<file path="config.mk">
export PLATFORM = sky130hd
export DESIGN_NAME = ofdm_qpsk_demapper
export DESIGN_NICKNAME = d
export VERILOG_FILES = /design/src/rtl/ofdm_qpsk_demapper_pkg.sv /design/src/rtl/ofdm_qpsk_demapper_qpsk_slicer.sv /design/src/rtl/ofdm_qpsk_demapper.sv
export SDC_FILE = /design/constraint.sdc
export NUM_CORES = 1
export LEC_CHECK = 0
export CAP_MARGIN = 20
export CORE_AREA = 5 5 200 202
export DETAILED_ROUTE_END_ITERATION = 16
export DIE_AREA = 0 0 205 207
export GPL_ROUTABILITY_DRIVEN = 0
export PLACE_DENSITY = 0.36
export SLEW_MARGIN = 20
export SYNTH_ARGS = -nofsm -noshare
export SYNTH_HDL_FRONTEND = slang
export SYNTH_HIERARCHICAL = 1
export SYNTH_SLANG_ARGS = --single-unit
</file>
<file path="constraint.sdc">
create_clock -name i_clk -period 1.6 [get_ports i_clk]
set_clock_uncertainty 0.15 [all_clocks]
set_input_delay 0.24 -clock i_clk [delete_from_list [all_inputs] [get_ports i_clk]]
set_output_delay 0.24 -clock i_clk [all_outputs]
set_load 0.03 [all_outputs]
</file>
<file path="src/rtl/ofdm_qpsk_demapper_pkg.sv">
// ofdm_pkg: shared constants and FSM state type for the OFDM QPSK demapper.
// Symbol geometry is fixed at 16 bins, 2 bits per bin and 8-bit bytes.
package ofdm_pkg;

    localparam int POINTS           = 16;
    localparam int BITS_PER_SYMBOL  = 2 * POINTS;
    localparam int BYTES_PER_SYMBOL = BITS_PER_SYMBOL / 8;

    typedef enum logic [0:0] {
        ST_IDLE = 1'b0,
        ST_EMIT = 1'b1
    } state_t;

endpackage

</file>
<file path="src/rtl/ofdm_qpsk_demapper_qpsk_slicer.sv">
// qpsk_slicer: hard QPSK decision for one FFT bin.
// The sign bit of each component is the decided bit, so zero decides 0.
// With OFDM_DEMAP_ERASURE_EN defined it also flags low-magnitude bins.
module qpsk_slicer #(
    parameter int WORD_SIZE = 16
`ifdef OFDM_DEMAP_ERASURE_EN
    ,
    parameter int ERASE_THR = 16
`endif
) (
    input  logic [WORD_SIZE-1:0] re,
    input  logic [WORD_SIZE-1:0] im,
    output logic [1:0]           bits
`ifdef OFDM_DEMAP_ERASURE_EN
    ,
    output logic                 erase
`endif
);

    assign bits = {im[WORD_SIZE-1], re[WORD_SIZE-1]};

`ifdef OFDM_DEMAP_ERASURE_EN
    localparam logic [WORD_SIZE-1:0] THR     = WORD_SIZE'(ERASE_THR);
    localparam logic [WORD_SIZE-1:0] MOST_NEG = {1'b1, {(WORD_SIZE-1){1'b0}}};
    localparam logic [WORD_SIZE-1:0] MOST_POS = {1'b0, {(WORD_SIZE-1){1'b1}}};

    // Magnitude of a two's complement sample; the most negative value
    // saturates to the most positive one instead of wrapping.
    function automatic logic [WORD_SIZE-1:0] sat_abs(input logic [WORD_SIZE-1:0] x);
        if (x == MOST_NEG) begin
            return MOST_POS;
        end else if (x[WORD_SIZE-1]) begin
            return (~x) + {{(WORD_SIZE-1){1'b0}}, 1'b1};
        end else begin
            return x;
        end
    endfunction

    assign erase = (sat_abs(re) < THR) | (sat_abs(im) < THR);
`endif

endmodule

</file>
<file path="src/rtl/ofdm_qpsk_demapper.sv">
// ofdm_qpsk_demapper: latches a 16-bin FFT result on the cycle-done strobe,
// slices each bin to two QPSK bits and streams the 32-bit symbol out as four
// bytes over a valid/ready handshake. Byte n holds bins 4n..4n+3.
// Optional feature macro: OFDM_DEMAP_ERASURE_EN (per-byte erasure flag).
module ofdm_qpsk_demapper
    import ofdm_pkg::*;
#(
    parameter int WORD_SIZE   = 16,
    parameter int DATA_LENGTH = 8,
    parameter int FRACTION    = 8,
    parameter int STAGES      = 4,
    parameter int ERASE_THR   = 16
) (
    input  logic                          i_clk,
    input  logic                          i_rst,
    input  logic [POINTS*WORD_SIZE-1:0]   i_bins_re,
    input  logic [POINTS*WORD_SIZE-1:0]   i_bins_im,
    input  logic                          i_FFT_cycle_done,
    output logic [DATA_LENGTH-1:0]        o_byte,
    output logic                          o_byte_valid,
    input  logic                          i_byte_ready,
    output logic                          o_busy,
    output logic                          o_overrun,
    output logic                          o_erasure
);

    localparam int BINS_PER_BYTE = DATA_LENGTH / 2;
    localparam int IDX_W         = $clog2(BYTES_PER_SYMBOL);
    localparam logic [IDX_W-1:0] LAST_IDX = IDX_W'(BYTES_PER_SYMBOL - 1);

    // Parameter sanity: geometry must match the package and the threshold
    // must be representable as a positive sample magnitude.
    if ((STAGES != $clog2(POINTS)) || (DATA_LENGTH * BYTES_PER_SYMBOL != BITS_PER_SYMBOL) ||
        (FRACTION >= WORD_SIZE) || (ERASE_THR < 0) || (ERASE_THR >= (2 ** (WORD_SIZE - 1)))) begin : g_bad_cfg
        $error("ofdm_qpsk_demapper: unsupported parameter combination");
    end

    logic [BITS_PER_SYMBOL-1:0] dec_s;
    logic [BITS_PER_SYMBOL-1:0] sym_r;
    logic [IDX_W-1:0]           idx_r;
    logic [IDX_W-1:0]           nxt_idx_s;
    logic [DATA_LENGTH-1:0]     byte_r;
    logic                       valid_r;
    logic                       busy_r;
    logic                       overrun_r;
    logic                       hs_s;
    logic                       last_s;
    logic                       cap_s;
    logic                       adv_s;
    state_t                     state_r;

`ifdef OFDM_DEMAP_ERASURE_EN
    logic [POINTS-1:0] era_s;
    logic [POINTS-1:0] era_r;
    logic              erasure_r;
`endif

    for (genvar k = 0; k < POINTS; k++) begin : g_bin
        qpsk_slicer #(
            .WORD_SIZE (WORD_SIZE)
`ifdef OFDM_DEMAP_ERASURE_EN
            ,
            .ERASE_THR (ERASE_THR)
`endif
        ) u_slicer (
            .re   (i_bins_re[k*WORD_SIZE +: WORD_SIZE]),
            .im   (i_bins_im[k*WORD_SIZE +: WORD_SIZE]),
            .bits (dec_s[2*k +: 2])
`ifdef OFDM_DEMAP_ERASURE_EN
            ,
            .erase(era_s[k])
`endif
        );
    end

    // valid_r is only ever high in EMIT, so a handshake implies EMIT.
    assign hs_s      = valid_r & i_byte_ready;
    assign last_s    = hs_s & (idx_r == LAST_IDX);
    assign cap_s     = i_FFT_cycle_done & ((state_r == ST_IDLE) | last_s);
    assign adv_s     = hs_s & ~last_s;
    assign nxt_idx_s = idx_r + {{(IDX_W-1){1'b0}}, 1'b1};

    // Control FSM: capture on strobe, step through bytes on handshakes,
    // flag strobes that arrive while a symbol is still being drained.
    always_ff @(posedge i_clk or negedge i_rst) begin
        if (!i_rst) begin
            state_r   <= ST_IDLE;
            sym_r     <= {BITS_PER_SYMBOL{1'b0}};
            idx_r     <= {IDX_W{1'b0}};
            byte_r    <= {DATA_LENGTH{1'b0}};
            valid_r   <= 1'b0;
            busy_r    <= 1'b0;
            overrun_r <= 1'b0;
        end else begin
            overrun_r <= 1'b0;
            case (state_r)
                ST_IDLE: begin
                    if (cap_s) begin
                        state_r <= ST_EMIT;
                        sym_r   <= dec_s;
                        idx_r   <= {IDX_W{1'b0}};
                        byte_r  <= dec_s[DATA_LENGTH-1:0];
                        valid_r <= 1'b1;
                        busy_r  <= 1'b1;
                    end else begin
                        state_r <= ST_IDLE;
                    end
                end
                ST_EMIT: begin
                    if (cap_s) begin
                        sym_r  <= dec_s;
                        idx_r  <= {IDX_W{1'b0}};
                        byte_r <= dec_s[DATA_LENGTH-1:0];
                    end else if (last_s) begin
                        state_r <= ST_IDLE;
                        idx_r   <= {IDX_W{1'b0}};
                        valid_r <= 1'b0;
                        busy_r  <= 1'b0;
                    end else if (adv_s) begin
                        idx_r  <= nxt_idx_s;
                        byte_r <= sym_r[nxt_idx_s*DATA_LENGTH +: DATA_LENGTH];
                    end else begin
                        idx_r <= idx_r;
                    end
                    overrun_r <= i_FFT_cycle_done & ~last_s;
                end
                default: begin
                    state_r <= ST_IDLE;
                    valid_r <= 1'b0;
                    busy_r  <= 1'b0;
                end
            endcase
        end
    end

`ifdef OFDM_DEMAP_ERASURE_EN
    // Erasure flags travel with the symbol; the output flag is the OR over
    // the bins that make up the byte currently on o_byte.
    always_ff @(posedge i_clk or negedge i_rst) begin
        if (!i_rst) begin
            era_r     <= {POINTS{1'b0}};
            erasure_r <= 1'b0;
        end else if (cap_s) begin
            era_r     <= era_s;
            erasure_r <= |era_s[BINS_PER_BYTE-1:0];
        end else if (adv_s) begin
            erasure_r <= |era_r[nxt_idx_s*BINS_PER_BYTE +: BINS_PER_BYTE];
        end else begin
            erasure_r <= erasure_r;
        end
    end

    assign o_erasure = erasure_r;
`else
    assign o_erasure = 1'b0;
`endif

    assign o_byte       = byte_r;
    assign o_byte_valid = valid_r;
    assign o_busy       = busy_r;
    assign o_overrun    = overrun_r;

endmodule

</file>
Yosys cells after proc, flatten, opt, wreduce, memory -nomap -nowiden
Index checks and enable logic that the tools add are counted.
{"block": "word_totals", "register_bits": 45, "latch_bits": 0, "ramBits": 0, "rom_bits": 0, "inputBits": 516, "output_inout_bits": 12, "n_memories": 0}
{"block": "classes", "n_addsub": 1, "mul": 0, "div": 0, "order_cmp": 0, "n_eq_ne": 7, "shifts": 1, "mux": 20, "bitwise": 8, "reduce_logical": 3}
{"op": "$mux W32", "count": 1}
{"op": "$mux W8", "count": 4}
{"op": "$shiftx A32 B6 Y8", "count": 1}
{"op": "$pmux W8 S2", "count": 1}
{"op": "$mux W2", "count": 4}
{"op": "$mux W1", "count": 7}
{"op": "$ne A2 B2 Y1 const B", "count": 3}
{"op": "$ne A3 B3 Y1 const B", "count": 2}
{"op": "$reduce_and A3 Y1", "count": 2}
{"op": "$and A1 B1 Y1", "count": 5}
{"op": "$ne A4 B4 Y1 const B", "count": 1}
{"op": "$pmux W1 S2", "count": 2}
{"op": "$pmux W2 S2", "count": 1}
{"op": "$add A2 B1 Y2 const B", "count": 1}
{"op": "$eq A2 B2 Y1 const B", "count": 1}
{"op": "$not A1 Y1", "count": 2}
{"op": "$reduce_and A2 Y1", "count": 1}
{"op": "$or A1 B1 Y1", "count": 1}

Longest topological paths before layout
Gate-level depths: netlist of run 1.
{"block": "logic_depth", "ltp_word": 8, "depth_mapped": 7}

Cells and area by module
Netlist of run 1, hierarchy kept.
{"mod": "ofdm_qpsk_demapper", "n_inst": 1, "cells_each": 154, "area_each_um2": 2227.1}
{"mod": "qpsk_slicer", "n_inst": 16, "cells_each": 2, "area_each_um2": 15.0}

Least setup slack after synthesis of run 1
No wires, ideal clock.
{"block": "synth_timing", "kind": "register to register", "start": "register o_busy (netlist name)", "end": "register sym_r[0]", "setup_time_ps": 125, "arrival_ps": 1442, "t_required_ps": 1325, "setup_slack_ps": -117, "stages_incl_launch_ff": 7, "path_buffers": 2, "synth_period_minus_slack_ps": 1717, "cell_sequence": "dfrtp_1 > nand3_2 > nand2_1 > and2_4 > buf_6 > buf_12 > mux2_4"}
{"item": "end signal, assigned", "line": "ofdm_qpsk_demapper.sv:88", "rtl": "sym_r <= {BITS_PER_SYMBOL{1'b0}};"}
{"item": "end signal, assigned", "line": "ofdm_qpsk_demapper.sv:100", "rtl": "sym_r <= dec_s;"}
{"item": "end signal, assigned", "line": "ofdm_qpsk_demapper.sv:111", "rtl": "sym_r <= dec_s;"}
{"item": "end, declared", "line": "ofdm_qpsk_demapper.sv:39", "rtl": "logic [BITS_PER_SYMBOL-1:0] sym_r;"}

Worst setup path in the final report of run 1
{"block": "layout_timing", "start": "register idx_r[0]", "end": "register sym_r[21]"}
{"block": "layout_between", "elab_chain_cells": 4}
{"item": "start, declared", "line": "ofdm_qpsk_demapper.sv:40", "rtl": "logic [IDX_W-1:0] idx_r;"}
{"item": "start signal, assigned", "line": "ofdm_qpsk_demapper.sv:89", "rtl": "idx_r <= {IDX_W{1'b0}};"}
{"item": "start signal, assigned", "line": "ofdm_qpsk_demapper.sv:101", "rtl": "idx_r <= {IDX_W{1'b0}};"}
{"item": "start signal, assigned", "line": "ofdm_qpsk_demapper.sv:112", "rtl": "idx_r <= {IDX_W{1'b0}};"}
{"item": "$eq A2 B2 Y1", "line": "ofdm_qpsk_demapper.sv:78", "rtl": "assign last_s = hs_s & (idx_r == LAST_IDX);"}
{"item": "$and A1 B1 Y1", "line": "ofdm_qpsk_demapper.sv:78"}
{"item": "$or A1 B1 Y1", "line": "ofdm_qpsk_demapper.sv:79", "rtl": "assign cap_s = i_FFT_cycle_done & ((state_r == ST_IDLE) | last_s);"}
{"item": "$and A1 B1 Y1", "line": "ofdm_qpsk_demapper.sv:79"}
Every way passes these cells.
A chain may end at the register's enable or synchronous reset.

==> results of run 1 <==
-- synth_stat cells --
cell       count
o21ai_0        3
nand3_2        1
buf_6          3
a2bb2oi_4      1
clkbuf_2       2
o21a_1         1
and3_1         1
and2b_4        1
o21ai_2        1
xnor2_1        1
a21oi_1        1
nand2b_1       2
buf_4         35
ha_1           1
buf_12         3
conb_1         1
nor2_1        10
and2_4         1
mux2_4        30
mux4_2         8
mux2_2         2
or2b_1         1
a22o_1         1
dfrtp_1       45
nand2_1       22
a31oi_1        8
-- logic make-up (layout without fill, tap and decap cells) --
family                     Yosys count  after routing
AOI/OAI and AO/OA                   16             16
other                                1              1
muxes                               40             40
DFF                                 45             45
buffers and inverters               43             74
adders and majority gates            1              1
and+or+nand+nor                     39             39
xor gates and xnor gates             1              1
-- metal layers --
layer  part of all wire  track usage  up-vias
li1                   -            -      667
met1               0.42      0.04080      741
met2               0.50      0.06122       36
met3              0.061      0.01486       18
met4              0.015     0.006237        4
met5             0.0029            0        -
-- worst max path at each step --
stage / slack [ns] / cells past startpoint / from / endpoint
after global placement: -0.35 / 6 / i_byte_ready / sym_r[24]
after detailed placement: -0.36 / 6 / i_byte_ready / sym_r[21]
after global routing: -0.18 / 6 / idx_r[1] / sym_r[21]
after floorplan: -0.06 / 7 / idx_r[1] / sym_r[0]
final: -0.11 / 6 / idx_r[0] / sym_r[21]
after CTS: -0.11 / 6 / idx_r[1] / sym_r[23]
-- layout by cell type, fill, tap and decap left out, types with 2 or more instances in the layout --
master and instances:
nand2b_1 2, clkbuf_16 6, dlygate4sd2_1 7, buf_12 11, dfrtp_1 44, mux2_4 31
o21ai_0 3, mux4_2 8, a31oi_1 8, nor2_1 9, nand2_1 21, clkdlybuf4s50_1 34
buf_4 9, buf_6 2
-- power groups by stage --
stage / logic, mW / clock network (mW) / registers (mW)
floorplan: 1.01 / 0 / 1.79
global placement: 1.95 / 0 / 1.69
detailed placement: 1.97 / 0 / 1.68
CTS: 2.06 / 1.09 / 1.68
global route: 2.11 / 1.14 / 1.71
finish: 1.96 / 1.05 / 1.67
-- state kept, by name (all words and copies together), names as in the netlist --
signal / cells
state_r: 1
idx_r: 2
o_overrun: 1
o_byte: 8
o_busy: 1
sym_r: 32
-- layout make-up --
class | instances | area (um^2) | area share
Sequential cell | 45 | 1127 | 0.3066
Multi-Input combinational cell | 98 | 1003 | 0.2729
Timing Repair Buffer | 66 | 752.0 | 0.2045
Tap cell | 518 | 648.1 | 0.1763
Clock buffer | 5 | 125.1 | 0.03403
Clock inverter | 3 | 21.27 | 0.005784
-- worst reg2reg max path, cell delays in order (launching register included) --
cell and delay (ns):
dfrtp_1 0.40, ha_4 0.19, nand3_4 0.07, nand2_2 0.07, and2_4 0.23, clkbuf_16 0.20, mux2_4 0.30
-- timing repair --
action | 4_1_cts | 5_1_grt
setup buffers | 3 | 1
endpoints found under the hold margin | 45 | 0
gates resized for setup | 16 | 1
gates cloned | 0 | 1
endpoints found under the setup margin | 43 | 40
hold buffers | 1 | 0
pin swaps | 1 | 1
-- through the flow --
stage	hold slack [ns]	instance area, um^2	util
3_5_place_dp	0.09838	3448	0.09049
4_1_cts	0.3192	3657	0.09597
2_1_floorplan	-0.2056	2471	-
5_1_grt	0.3628	3677	0.09650
6_report	0.3165	3677	0.09650
3_3_place_gp	0.08738	3448	0.09049
==> flow_metrics.py, run 1 <==
metrics = {
    "logic_synthesis": {
        "yosysTopAreaCell": "dfrtp_1",
        "yosys_register_bits": 45,
        "synthesis.nets": 703,
        "yosysWarnings": 6,
        "yosysUniqueCellTypes": 26,
        "syn_area_per_cell_um2": 13.27,
        "synth_mux_area_frac": 0.2647,
        "synth-seq-area-share": 0.4564,
        "synthCells": 186,
        "synth_compound_area_frac": 0.04919,
        "synth_top_family_by_area": "multiplexers",
        "synth_simple_gate_area_frac": 0.07099,
        "yosysTopAreaCellShare": 0.4564,
        "yosys.area_share.adder": 0.005071,
        "synthXorXnorAreaFrac": 0.003550,
        "synth_area_leaders": "dfrtp_1, mux2_4, buf_4, mux4_2, nand2_1",
        "synthesis.area_um2": 2467,
    },
    "drt": {
        "drt_iter0_markers": 60,
        "via_count": 1466,
        "wirelength_um": 7285,
        "drcViolationCount": 0,
        "wl_per_cell_um": 9.912,
        "via_per_inst": 1.995,
        "drt_first_pass_iters": 4,
        "ant_nets": 0,
    },
    "clock_network": {
        "cts_made_buffers": 5,
        "clock_sinks": 45,
        "cts_max_level": 2,
        "cts_tree": "built",
        "cts_root_buffer": "clkbuf_16",
        "clk_latency_ns": 0.29,
        "clkSlewWorstSetupHoldPaths_ns": 0.07,
        "clock_path_buffers": 2,
    },
    "placement": {
        "port-buffer-count": 46,
        "dp_hpwl_um": 5792,
        "dp.cells": 722,
        "place_ws_ns": -0.3567,
    },
    "final_layout": {
        "area_growth_pct": 49.04,
        "nFillCells": 4345,
        "fin_cells": 735,
        "num_antenna_cells": 0,
        "layout-drive-gt1-share": 0.3733,
        "num-nets-final": 733,
    },
    "floorplanning": {
        "initial_core_util": 0.06475,
        "die_w_um": 205,
        "coreArea_um2": 38110,
        "dieHeight_um": 207,
        "dieArea_um2": 42440,
        "ios": 528,
        "std_cell_rows": 72,
    },
    "setup_path": {
        "crit_fanout": 8,
        "worstSetupPathType": "register to register",
        "critical-path-top-delay-family": "flip-flops",
        "slowest_stage": "dfrtp_1",
        "cp.required_ns": 1.62,
        "arrival_ns": 1.73,
        "endpoint_kind": "register",
        "path_cells": "ha_4, nand3_4, nand2_2, and2_4, clkbuf_16, mux2_4",
        "startpoint_type": "register",
        "r2r_end": "sym_r[21]",
        "slowest_delay_ns": 0.40,
        "r2r_cells": 6,
        "r2r_setup_slack_ns": -0.11,
        "rr_startpoint": "idx_r[0]",
        "path_buf_inv": 1,
    },
    "sta": {
        "slew_violations": 0,
        "fin_crit_sh": 1.069,
        "max_freq_ghz": 0.5849,
        "finalSetupViolations": 34,
        "worst_slack_ns": -0.1098,
        "min_period_ns": 1.710,
        "final.setup.tns_ns": -2.815,
        "rsz0062_at_grt": "true",
        "finalHoldViolCount": 0,
    },
    "power_and_ir_drop": {
        "pwr_density_cell_nw_per_um2": 1272,
        "p_comb_frac": 0.419,
        "seqPwrFrac": 0.357,
        "p_clk_frac": 0.224,
        "swShare": 0.3218,
        "ir_drop_mv": 0.5827,
        "p_leak_nw": 1.344,
        "finalPower_mw": 4.678,
        "p_sw_mw": 1.506,
        "cell_internal_pwr_mw": 3.173,
    },
    "global_route": {
        "grt.total_usage": 0.03521,
        "grt_antenna_before_repair": 6,
        "grt-ovfl-total": 0,
        "grt_max_degree": 46,
        "grt_pass1_vias": 1635,
        "grt_pass1_wl_um": 11100,
    },
    "job": {
        "cap_violations": 0,
    },
    "status": {
        "status": "complete, but fails checks",
        "violations": "negative setup slack",
    },
    "min_path": {
        "hold_path_class": "input pin to asynchronous set/reset pin",
    },
}
Power figures use the tool's default switching activity.
==> inputs of run 2 (changes only) <==
CORE_AREA = 4 4 205 207   (was 5 5 200 202)
DIE_AREA = 0 0 209 211   (was 0 0 205 207)
PLACE_DENSITY = 0.34   (was 0.36)
==> run 2 against run 1 <==
  * The run still ends with negative setup slack left
  * Critical path depth is the same
  * Maximum frequency is 1.6% lower
  * Utilization is 0.19 points lower
  * Power up 7.0%
  * Count of clock-buffer cells in the layout unchanged
  * Global-route usage is 0.091 points higher
  * Critical endpoint is now sym_r[29]
  * Largest cell class unchanged
  * Highest routed layer unchanged
==> flow_metrics.py, run 2 (synthesis results as in run 1) <==
metrics = {
    "floorplanning": {
        "ios": 528,
        "die_w_um": 209,
        "dieArea_um2": 44100,
        "coreArea_um2": 40370,
        "initial_core_util": 0.06112,
        "dieHeight_um": 211,
        "std_cell_rows": 74,
    },
    "setup_path": {
        "crit_fanout": 5,
        "endpoint_kind": "register",
        "path_cells": "ha_4, nand3_2, nand2_2, and2_4, clkbuf_16, mux2_4",
        "cp.required_ns": 1.62,
        "startpoint_type": "register",
        "slowest_stage": "dfrtp_1",
        "rr_startpoint": "idx_r[0]",
        "r2r_cells": 6,
        "critical-path-top-delay-family": "simple AND/OR/NAND/NOR gates",
        "arrival_ns": 1.76,
        "cp.depth": 6,
        "slowest_delay_ns": 0.39,
        "worstSetupStartpoint": "idx_r[0]",
        "path_buf_inv": 1,
        "worstSetupPathType": "register to register",
    },
    "status": {
        "status": "complete, but fails checks",
        "violations": "negative setup slack",
    },
    "job": {
        "cap_violations": 0,
    },
    "sta": {
        "rsz0062_at_grt": "true",
        "worst_slack_ns": -0.1373,
        "min_period_ns": 1.737,
        "finalHoldViolCount": 0,
        "max_freq_ghz": 0.5756,
        "slew_violations": 0,
        "fin_crit_sh": 1.086,
        "finalSetupViolations": 39,
        "hold_ws_ns": 0.3230,
    },
    "global_route": {
        "use_met3": 0.01545,
        "top_usage_layer": "met2",
        "met1_usage": 0.04393,
        "grt_antenna_before_repair": 3,
        "grt_pass1_vias": 1719,
        "grt.total_usage": 0.03612,
        "grt-ovfl-total": 0,
        "grt.met2_usage": 0.06080,
        "grt_max_degree": 46,
        "grt_pass1_wl_um": 11790,
    },
    "min_path": {
        "hold_path_class": "input pin to asynchronous set/reset pin",
    },
    "final_layout": {
        "top_register": "sym_r",
        "final_common_cell": "dfrtp_1",
        "num-nets-final": 741,
        "num_antenna_cells": 0,
        "area_growth_pct": 54.77,
        "largest_register_ffs": 32,
        "nFillCells": 4682,
        "final_core_util": 0.09459,
        "layout-drive-gt1-share": 0.4311,
        "most-common-layout-cells": "dfrtp_1, clkdlybuf4s50_1, mux2_4",
    },
    "drt": {
        "ant_nets": 0,
        "wl_per_cell_um": 10.64,
        "via_per_inst": 2.032,
        "drcViolationCount": 0,
        "via_count": 1538,
        "drt_iter0_markers": 64,
        "wirelength_um": 8055,
        "drt_first_pass_iters": 4,
    },
    "placement": {
        "port-buffer-count": 46,
        "place_ws_ns": -0.3742,
        "dp_hpwl_um": 6235,
    },
    "power_and_ir_drop": {
        "ir_drop_mv": 0.4296,
        "pwr_density_cell_nw_per_um2": 1311,
        "finalPower_mw": 5.008,
        "p_leak_nw": 1.403,
    },
    "clock_network": {
        "clock_path_buffers": 2,
        "cts_made_buffers": 5,
        "cts_tree": "built",
        "cts_max_level": 2,
        "clk_latency_ns": 0.29,
        "clock_sinks": 45,
        "cts_root_buffer": "clkbuf_16",
        "clkSlewWorstSetupHoldPaths_ns": 0.07,
    },
}
-- run 2: metal layers --
layer	vias up	share of wire
met5	-	0.0043
met4	6	0.0055
met3	10	0.062
met2	31	0.50
met1	808	0.43
li1	683	-
-- run 2: area by class of cell --
| type | instances | area, um^2 | share of cell area |
|---|---|---|---|
| clock inverter | 3 | 25.02 | 0.006553 |
| clock buffer | 5 | 125.1 | 0.03277 |
| timing repair buffer | 73 | 823.3 | 0.2156 |
| sequential | 45 | 1127 | 0.2952 |
| tap | 532 | 665.6 | 0.1743 |
| multi-input combinational | 99 | 1052 | 0.2756 |
-- run 2: worst reg2reg max path, cell delays in order (launching register included) --
cell       delay [ns]
dfrtp_1          0.39
ha_4             0.18
nand3_2          0.07
nand2_2          0.08
and2_4           0.26
clkbuf_16        0.19
mux2_4           0.29
-- run 2: final timing paths --
| check | end | slack (ns) |
|---|---|---|
| setup / recovery | sym_r[29] | -0.14 |
| hold / removal | sym_r[24] | 0.32 |
| setup reg to reg | sym_r[29] | -0.14 |
| hold reg to reg | sym_r[2] | 0.36 |
| max in group asynchronous | o_busy | 0.73 |
| min in group i_clk | sym_r[2] | 0.36 |
-- run 2: power by group --
group,internal [mW],switching (mW)
registers,1.44,0.283
logic,1.37,0.860
clock network,0.588,0.474
-- run 2: metrics by stage --
| stage | cells | TNS, ns | cell area (um^2) |
|---|---|---|---|
| floorplan | 186 | -1.899 | 2471 |
| global placement | 738 | -12.46 | 3456 |
| detailed placement | 738 | -12.81 | 3456 |
| CTS | 753 | -4.085 | 3767 |
| global route | 757 | -6.448 | 3819 |
| finish | 757 | -4.152 | 3819 |
-- run 2: repair_timing --
item                                    in CTS  in global routing
hold buffers                                 1                  0
endpoints found under the setup margin      46                 41
endpoints found under the hold margin       45                  0
gates cloned                                 2                  2
resized for setup                           20                 11
setup buffers                                4                  3
pin swaps                                    1                  0
